<file path="config.mk">
export PLATFORM = sky130hd
export DESIGN_NAME = somador_serial_4b
export DESIGN_NICKNAME = d
export VERILOG_FILES = /design/src/rtl/somador_serial_4b.sv
export SDC_FILE = /design/constraint.sdc
export NUM_CORES = 1
export LEC_CHECK = 0
export ABC_AREA = 0
export CORE_MARGIN = 2
export CORE_UTILIZATION = 45
export DETAILED_ROUTE_END_ITERATION = 6
export PLACE_DENSITY = 0.71
export SETUP_SLACK_MARGIN = 0.1
export SLEW_MARGIN = 5
export SYNTH_ARGS = -nofsm -noshare
export SYNTH_HDL_FRONTEND = slang
export SYNTH_SLANG_ARGS = --single-unit
</file>
<file path="constraint.sdc">
create_clock -name clk -period 1.4 [get_ports clk]
set_input_delay 0.21 -clock clk [delete_from_list [all_inputs] [get_ports clk]]
set_output_delay 0.21 -clock clk [all_outputs]
set_load 0.03 [all_outputs]
</file>
<file path="src/rtl/somador_serial_4b.sv">
// Bit-serial adder/subtractor: operands are captured on start and summed LSB-first,
// one bit per clock; the result nibble is held until the next operation completes.
module somador_serial_4b #(
  parameter int WIDTH = 4
) (
  input  logic             clk,
  input  logic             rst,
  input  logic             start,
  input  logic             sub,
  input  logic [WIDTH-1:0] op_a,
  input  logic [WIDTH-1:0] op_b,
  input  logic             cin,
  output logic             busy,
  output logic             done,
  output logic [WIDTH-1:0] soma,
  output logic             cout,
  output logic             ovf
);

  localparam int CW = $clog2(WIDTH) + 1;

  typedef enum logic [1:0] {IDLE, SHIFT, DONE} state_t;

  state_t           r_state;
  state_t           w_state_next;
  logic [WIDTH-1:0] r_a;
  logic [WIDTH-1:0] r_b;
  logic [WIDTH-1:0] r_res;
  logic             r_carry;
  logic [CW-1:0]    r_cnt;

  logic [WIDTH-1:0] w_b_eff;
  logic             w_sum;
  logic             w_carry;
  logic             w_last;
  logic             w_accept;
  logic             w_finish;

  // Subtraction is A + ~B + 1: invert B at capture, force the carry-in to 1.
  genvar gi;
  generate
    for (gi = 0; gi < WIDTH; gi++) begin : g_b_eff
      assign w_b_eff[gi] = op_b[gi] ^ sub;
    end
  endgenerate

  assign w_sum   = r_a[0] ^ r_b[0] ^ r_carry;
  assign w_carry = (r_a[0] & r_b[0]) | (r_carry & (r_a[0] ^ r_b[0]));
  assign w_last  = (r_cnt == CW'(WIDTH - 1));

  always_comb begin
    w_state_next = r_state;
    w_accept     = 1'b0;
    w_finish     = 1'b0;
    case (r_state)
      IDLE: begin
        if (start) begin
          w_accept     = 1'b1;
          w_state_next = SHIFT;
        end
      end
      SHIFT: begin
        if (w_last) begin
          w_finish     = 1'b1;
          w_state_next = DONE;
        end
      end
      DONE: begin
        if (start) begin
          w_accept     = 1'b1;
          w_state_next = SHIFT;
        end else begin
          w_state_next = IDLE;
        end
      end
      default: w_state_next = IDLE;
    endcase
  end

  always_ff @(posedge clk) begin
    if (rst) begin
      r_state <= IDLE;
    end else begin
      r_state <= w_state_next;
    end
  end

  always_ff @(posedge clk) begin
    if (rst) begin
      r_a     <= '0;
      r_b     <= '0;
      r_res   <= '0;
      r_carry <= 1'b0;
      r_cnt   <= '0;
      busy    <= 1'b0;
      done    <= 1'b0;
      soma    <= '0;
      cout    <= 1'b0;
      ovf     <= 1'b0;
    end else begin
      done <= w_finish;
      if (w_accept) begin
        r_a     <= op_a;
        r_b     <= w_b_eff;
        r_carry <= sub | cin;
        r_cnt   <= '0;
        r_res   <= '0;
        busy    <= 1'b1;
      end else if (r_state == SHIFT) begin
        r_a     <= r_a >> 1;
        r_b     <= r_b >> 1;
        r_carry <= w_carry;
        r_res   <= {w_sum, r_res[WIDTH-1:1]};
        r_cnt   <= r_cnt + 1'b1;
        // Outputs move only here, so the downstream decoder never sees a partial sum.
        if (w_finish) begin
          soma <= {w_sum, r_res[WIDTH-1:1]};
          cout <= w_carry;
          ovf  <= r_carry ^ w_carry;
          busy <= 1'b0;
        end
      end
    end
  end

endmodule

</file>
Word-level counts from Yosys, hierarchy flattened
Index checks and enable logic that the tools add are counted.
{"block": "word_totals", "ff_bits": 26, "input_bits": 13, "out_inout_bits": 8, "word_cells": 54}
{"block": "classes", "add_sub_neg": 1, "eq_ne": 5, "n_mux": 17, "bitwise": 12, "n_reduce_logical": 8}
{"cell": "$mux 4", "count": 4}
{"cell": "$mux 1", "count": 10}
{"cell": "$xor 1x1->1", "count": 7}
{"cell": "$pmux 2 s3", "count": 1}
{"cell": "$mux 2", "count": 2}
{"cell": "$ne 2x2->1 const B", "count": 2}
{"cell": "$reduce_and 2->1", "count": 2}
{"cell": "$reduce_bool 2->1", "count": 2}
{"cell": "$reduce_or 2->1", "count": 2}
{"cell": "$add 3x1->3 const B", "count": 1}
{"cell": "$eq 3x2->1 const B", "count": 1}
{"cell": "$reduce_and 3->1", "count": 1}
{"cell": "$and 1x1->1", "count": 2}
{"cell": "$eq 2x1->1 const B", "count": 1}
{"cell": "$eq 2x2->1 const B", "count": 1}
{"cell": "$logic_not 2->1", "count": 1}
{"cell": "$or 1x1->1", "count": 2}
{"cell": "$not 1->1", "count": 1}

Logic depth before layout (Yosys ltp)
{"block": "depth", "word_depth": 6, "ltp_mapped": 6}

Worst setup path before layout
Ideal clock, no wire load.
{"block": "synth_timing", "kind": "register to register", "from": "register r_cnt[0]", "to": "register busy", "setup_time_ps": 117, "arrival_ps": 1106, "required_time_ps": 1283, "setup_slack_ps": 177, "path_stages_with_launch": 7, "path_buffers": 1, "period_less_slack_ps": 1223, "cell_sequence": "dfxtp_1 > ha_1 > ha_1 > buf_2 > nand3b_2 > a21oi_1 > nor2_1"}
{"block": "synth_between", "elab_chain_cells": 5}
{"item": "from (decl)", "line_no": "30", "rtl": "logic [CW-1:0] r_cnt;"}
{"item": "from (signal assigned)", "line_no": "114", "rtl": "r_cnt <= r_cnt + 1'b1;"}
{"item": "$eq 3x2->1", "line_no": "49", "rtl": "assign w_last = (r_cnt == CW'(WIDTH - 1));"}
{"item": "$mux 1", "line_no": "63", "rtl": "if (w_last) begin"}
{"item": "$mux 1", "line_no": "55", "rtl": "case (r_state)"}
{"item": "$reduce_bool 2->1 (no source line)"}
{"item": "$reduce_and 2->1 (no source line)"}
{"item": "to (signal assigned)", "line_no": "95", "rtl": "busy <= 1'b0;"}
{"item": "to (signal assigned)", "line_no": "108", "rtl": "busy <= 1'b1;"}
{"item": "to (signal assigned)", "line_no": "120", "rtl": "busy <= 1'b0;"}
{"item": "to (decl)", "line_no": "13", "rtl": "output logic busy,"}
No other way between the ends.
A chain may end at the register's enable or synchronous reset.

Final worst setup path
{"block": "layout_timing", "from": "register r_state[0]", "to": "register r_a[2]"}
{"block": "layout_between", "elab_chain_cells": 4, "elab_cells_between_ends": 7, "classes_between": "eq/ne (2); mux (2); reduce/logical (3)"}
{"item": "from (decl)", "line_no": "24", "rtl": "state_t r_state;"}
{"item": "from (signal assigned)", "line_no": "84", "rtl": "r_state <= w_state_next;"}
{"item": "$eq 2x2->1 / $logic_not 2->1 (equally long branches)", "line_no": "55"}
{"item": "$reduce_or 2->1 (no source line)"}
{"item": "$mux 1"}
{"item": "$mux 4 / $reduce_bool 2->1 (equally long branches)"}
{"item": "to (signal assigned)", "line_no": "103", "rtl": "r_a <= op_a;"}
{"item": "to (signal assigned)", "line_no": "110", "rtl": "r_a <= r_a >> 1;"}
{"item": "to (decl)", "line_no": "26", "rtl": "logic [WIDTH-1:0] r_a;"}
Parallel ways exist; a longest one is shown, timed or not.

==> impl_metrics.csv <==
group,metric,value,unit
synth,synthAdderAreaFrac,0.0421,
power_and_ir_drop,power.total,1.29,mW
floorplan,rows,17,
global_routing,grt_pass1_wl,3160,um
setup_path,crit_path_max_fanout,21,
setup_path,slowest_delay,0.48,ns
cts,cts.path.max_buffers,2,
global_routing,track_usage,0.155,
power_and_ir_drop,power_density,1010,mW/mm^2
cells_and_area,diodes,0,
setup_path,required,1.63,ns
placement,hpwlAfterDp,1330,um
setup_path,worstPathCellList,"and2b_4, nand2_1, a311oi_2",
timing,timing.hold.ws,0.460,ns
power_and_ir_drop,p_int,0.949,mW
placement,gp_congestion,0.769,
hold_path,hold_path_class,"register to register",
synth,netlist_area,0.00107,sq mm
cells_and_area,multi_input_area,507,sq um
floorplan,coreArea,0.00223,sq mm
floorplan,ios,21,
synth,yosysWarnings,0,
setup_path,crit_family,"flip-flops",
timing,setup_viol,0,
floorplan,die_y,52.8,um
synth,synth.distinct_cells,30,
power_and_ir_drop,peakVddDrop,0.672,mV
timing,hold_viol,0,
cells_and_area,final_common_cell,"dfxtp_1",
setup_path,worstPathArrival,1.50,ns
run_status,status,"finished, final reports clean",
synth,synth-simple-area-share,0.220,
timing,rsz0062_at_grt,"yes",
setup_path,critPathSlowestCell,"dfxtp_1",
cells_and_area,drive_gt1_frac,0.154,
power_and_ir_drop,clock_power_share,0.250,
synth,synth_compound_area_frac,0.140,
power_and_ir_drop,switching_share,0.265,
synth,synth_top_family_by_area,"simple AND/OR/NAND/NOR gates",
global_routing,antenna_found_initial,0,
routing,vias,812,
cts,clk_pin_slew,0.14,ns
synth,synthXorXnorAreaFrac,0.0491,
setup_path,path_buf_inv,0,
placement,portBuffers,20,
timing,setup_tns,0,ns
timing,max_freq,0.787,GHz
cells_and_area,fillCellCount,216,
timing,min_period,1.27,ns
cells_and_area,layout_common_cells,"dfxtp_1 (25), nand2_1 (18), a21oi_1 (14)",
power_and_ir_drop,share_seq_of_total_power,0.596,
cts,post_cts_buffers,0,
global_routing,grt_start_max_net_pins,22,
routing,route.detailed.drc,0,
global_routing,grt_pass1_vias,765,
setup_path,critical_path_class,"register to register",
setup_path,cp-start-kind,"register",
synth,syn_inst,117,
cts,h-tree-depth,1,
power_and_ir_drop,power_switching,0.342,mW
floorplan,dieArea,0.00278,sq mm
routing,postRouteAntennaNets,0,
power_and_ir_drop,p_comb_frac,0.154,
routing,viasPerCell,4.95,
cts,root_buffer,"clkbuf_4",
timing,slew_headroom,0.805,
cells_and_area,syn2layout_area_growth,20.0,%
routing,routed_wl,1850,um
routing,wl_per_cell,11.3,um
synth,synth-seq-cells,25,
synth,synth_mux_area_frac,0.00936,
cts,tritoncts,"done",
cts,cts.sinks,25,
floorplan,initial_core_util,0.479,
setup_path,crit_path_end_kind,"register",
synth,syn_area_per_cell,9.14,sq um
timing,slew_violations,0,
cells_and_area,seqCellArea,500,sq um
global_routing,gr-total-overflow,0,
cts,cts_buffers,3,
cts,clock_latency,0.32,ns
routing,dr.pass1.iters,4,
power_and_ir_drop,p_leak,0.497,nW
timing,clock_skew,0.00648,ns
synth,ys_seq_area_frac,0.468,
timing,timing.final.crit_share,0.908,
job,cap_viol_max_count,0,
floorplan,die_width,52.8,um
cells_and_area,fin_util,0.575,
timing,worst_pin_slew,0.294,ns
cells_and_area,nets,153,
routing,drtIter0Drc,3,
synth,syn_nets,133,
## worst min-delay path: cells and delay by family (launching register included)
family	cells	cell delay [ns]
AOI/OAI and AO/OA	1	0.05
DFF	1	0.33
and+or+nand+nor	1	0.05
## kinds of logic (layout without fill, tap and decap cells)
logic type,after synthesis,after routing
and+or+nand+nor,48,48
DFF,25,25
AOI/OAI and AO/OA,24,24
buffers and inverters,10,29
xor gates and xnor gates,6,6
adders and majority gates,3,3
muxes,1,1
## synth_stat cells (all sizes together)
master,instances,area share
nand2b,3,0.020
a211oi,1,0.012
xnor2,1,0.0082
a31oi,1,0.0059
nor2,7,0.027
nand3,10,0.047
buf,8,0.063
a22oi,2,0.014
nor2b,1,0.0059
o22ai,3,0.018
xor2,5,0.041
clkbuf,1,0.0047
fa,1,0.019
and2b,1,0.0094
nand3b,1,0.011
mux2i,1,0.0094
o21a,1,0.0070
inv,1,0.0035
nor3,7,0.037
o21ai,1,0.0047
dfxtp,25,0.47
a21oi,14,0.065
a311oi,1,0.014
ha,2,0.023
nand2,18,0.063
## registers in the layout, indices dropped and copies added, names as in the netlist
register and count:
r_a 4, r_cnt 3, ovf 1, r_res 3, soma 4, cout 1, r_state 2, r_carry 1
r_b 4, done 1, busy 1
## per-layer routing
layer / track usage / vias up / share of wire
li1: - / 439 / -
met1: 0.186 / 357 / 0.49
met2: 0.265 / 14 / 0.47
met3: 0.0257 / 2 / 0.034
met4: 0.0769 / 0 / 0.0070
met5: 0 / - / 0
## metrics by stage
stage	worst slack, ns	instance area, sq um	instances
final	0.129	1280	164
after global routing	0.0325	1280	164
after CTS	0.0976	1280	164
after detailed placement	0.0160	1260	160
after global placement	0.0309	1260	160
after floorplan	0.177	1070	117
## power groups by stage
| stage | Clock [mW] | Sequential, mW | Combinational [mW] |
|---|---|---|---|
| 4_1_cts | 0.335 | 0.768 | 0.198 |
| 6_report | 0.323 | 0.769 | 0.198 |
| 5_1_grt | 0.368 | 0.774 | 0.219 |
| 3_3_place_gp | 0 | 0.782 | 0.197 |
| 3_5_place_dp | 0 | 0.783 | 0.199 |
| 2_1_floorplan | 0 | 0.784 | 0.150 |
## final cells by class
type / count / area share
multi-input cells: 82 / 0.395
clock inverters: 1 / 0.00390
flip-flops and latches: 25 / 0.390
inverters: 1 / 0.00292
repair buffers: 24 / 0.164
clock buffers: 3 / 0.0175
well taps: 28 / 0.0273
## path summary, 6_finish.rpt
path | startpoint | end | slack, ns | cells past startpoint
max | r_state[0] | r_a[2] | 0.13 | 3
min reg2reg | soma[0] | soma[0] | 0.46 | 2
max reg2reg | r_state[0] | r_a[2] | 0.13 | 3
min | soma[0] | soma[0] | 0.46 | 2
## repair_timing
action | 4_1_cts | 5_1_grt
hold buffers | 0 | 0
setup endpoints to repair | 8 | 16
resized for setup | 8 | 15
Note: power is estimated with default switching activity, not from simulation.
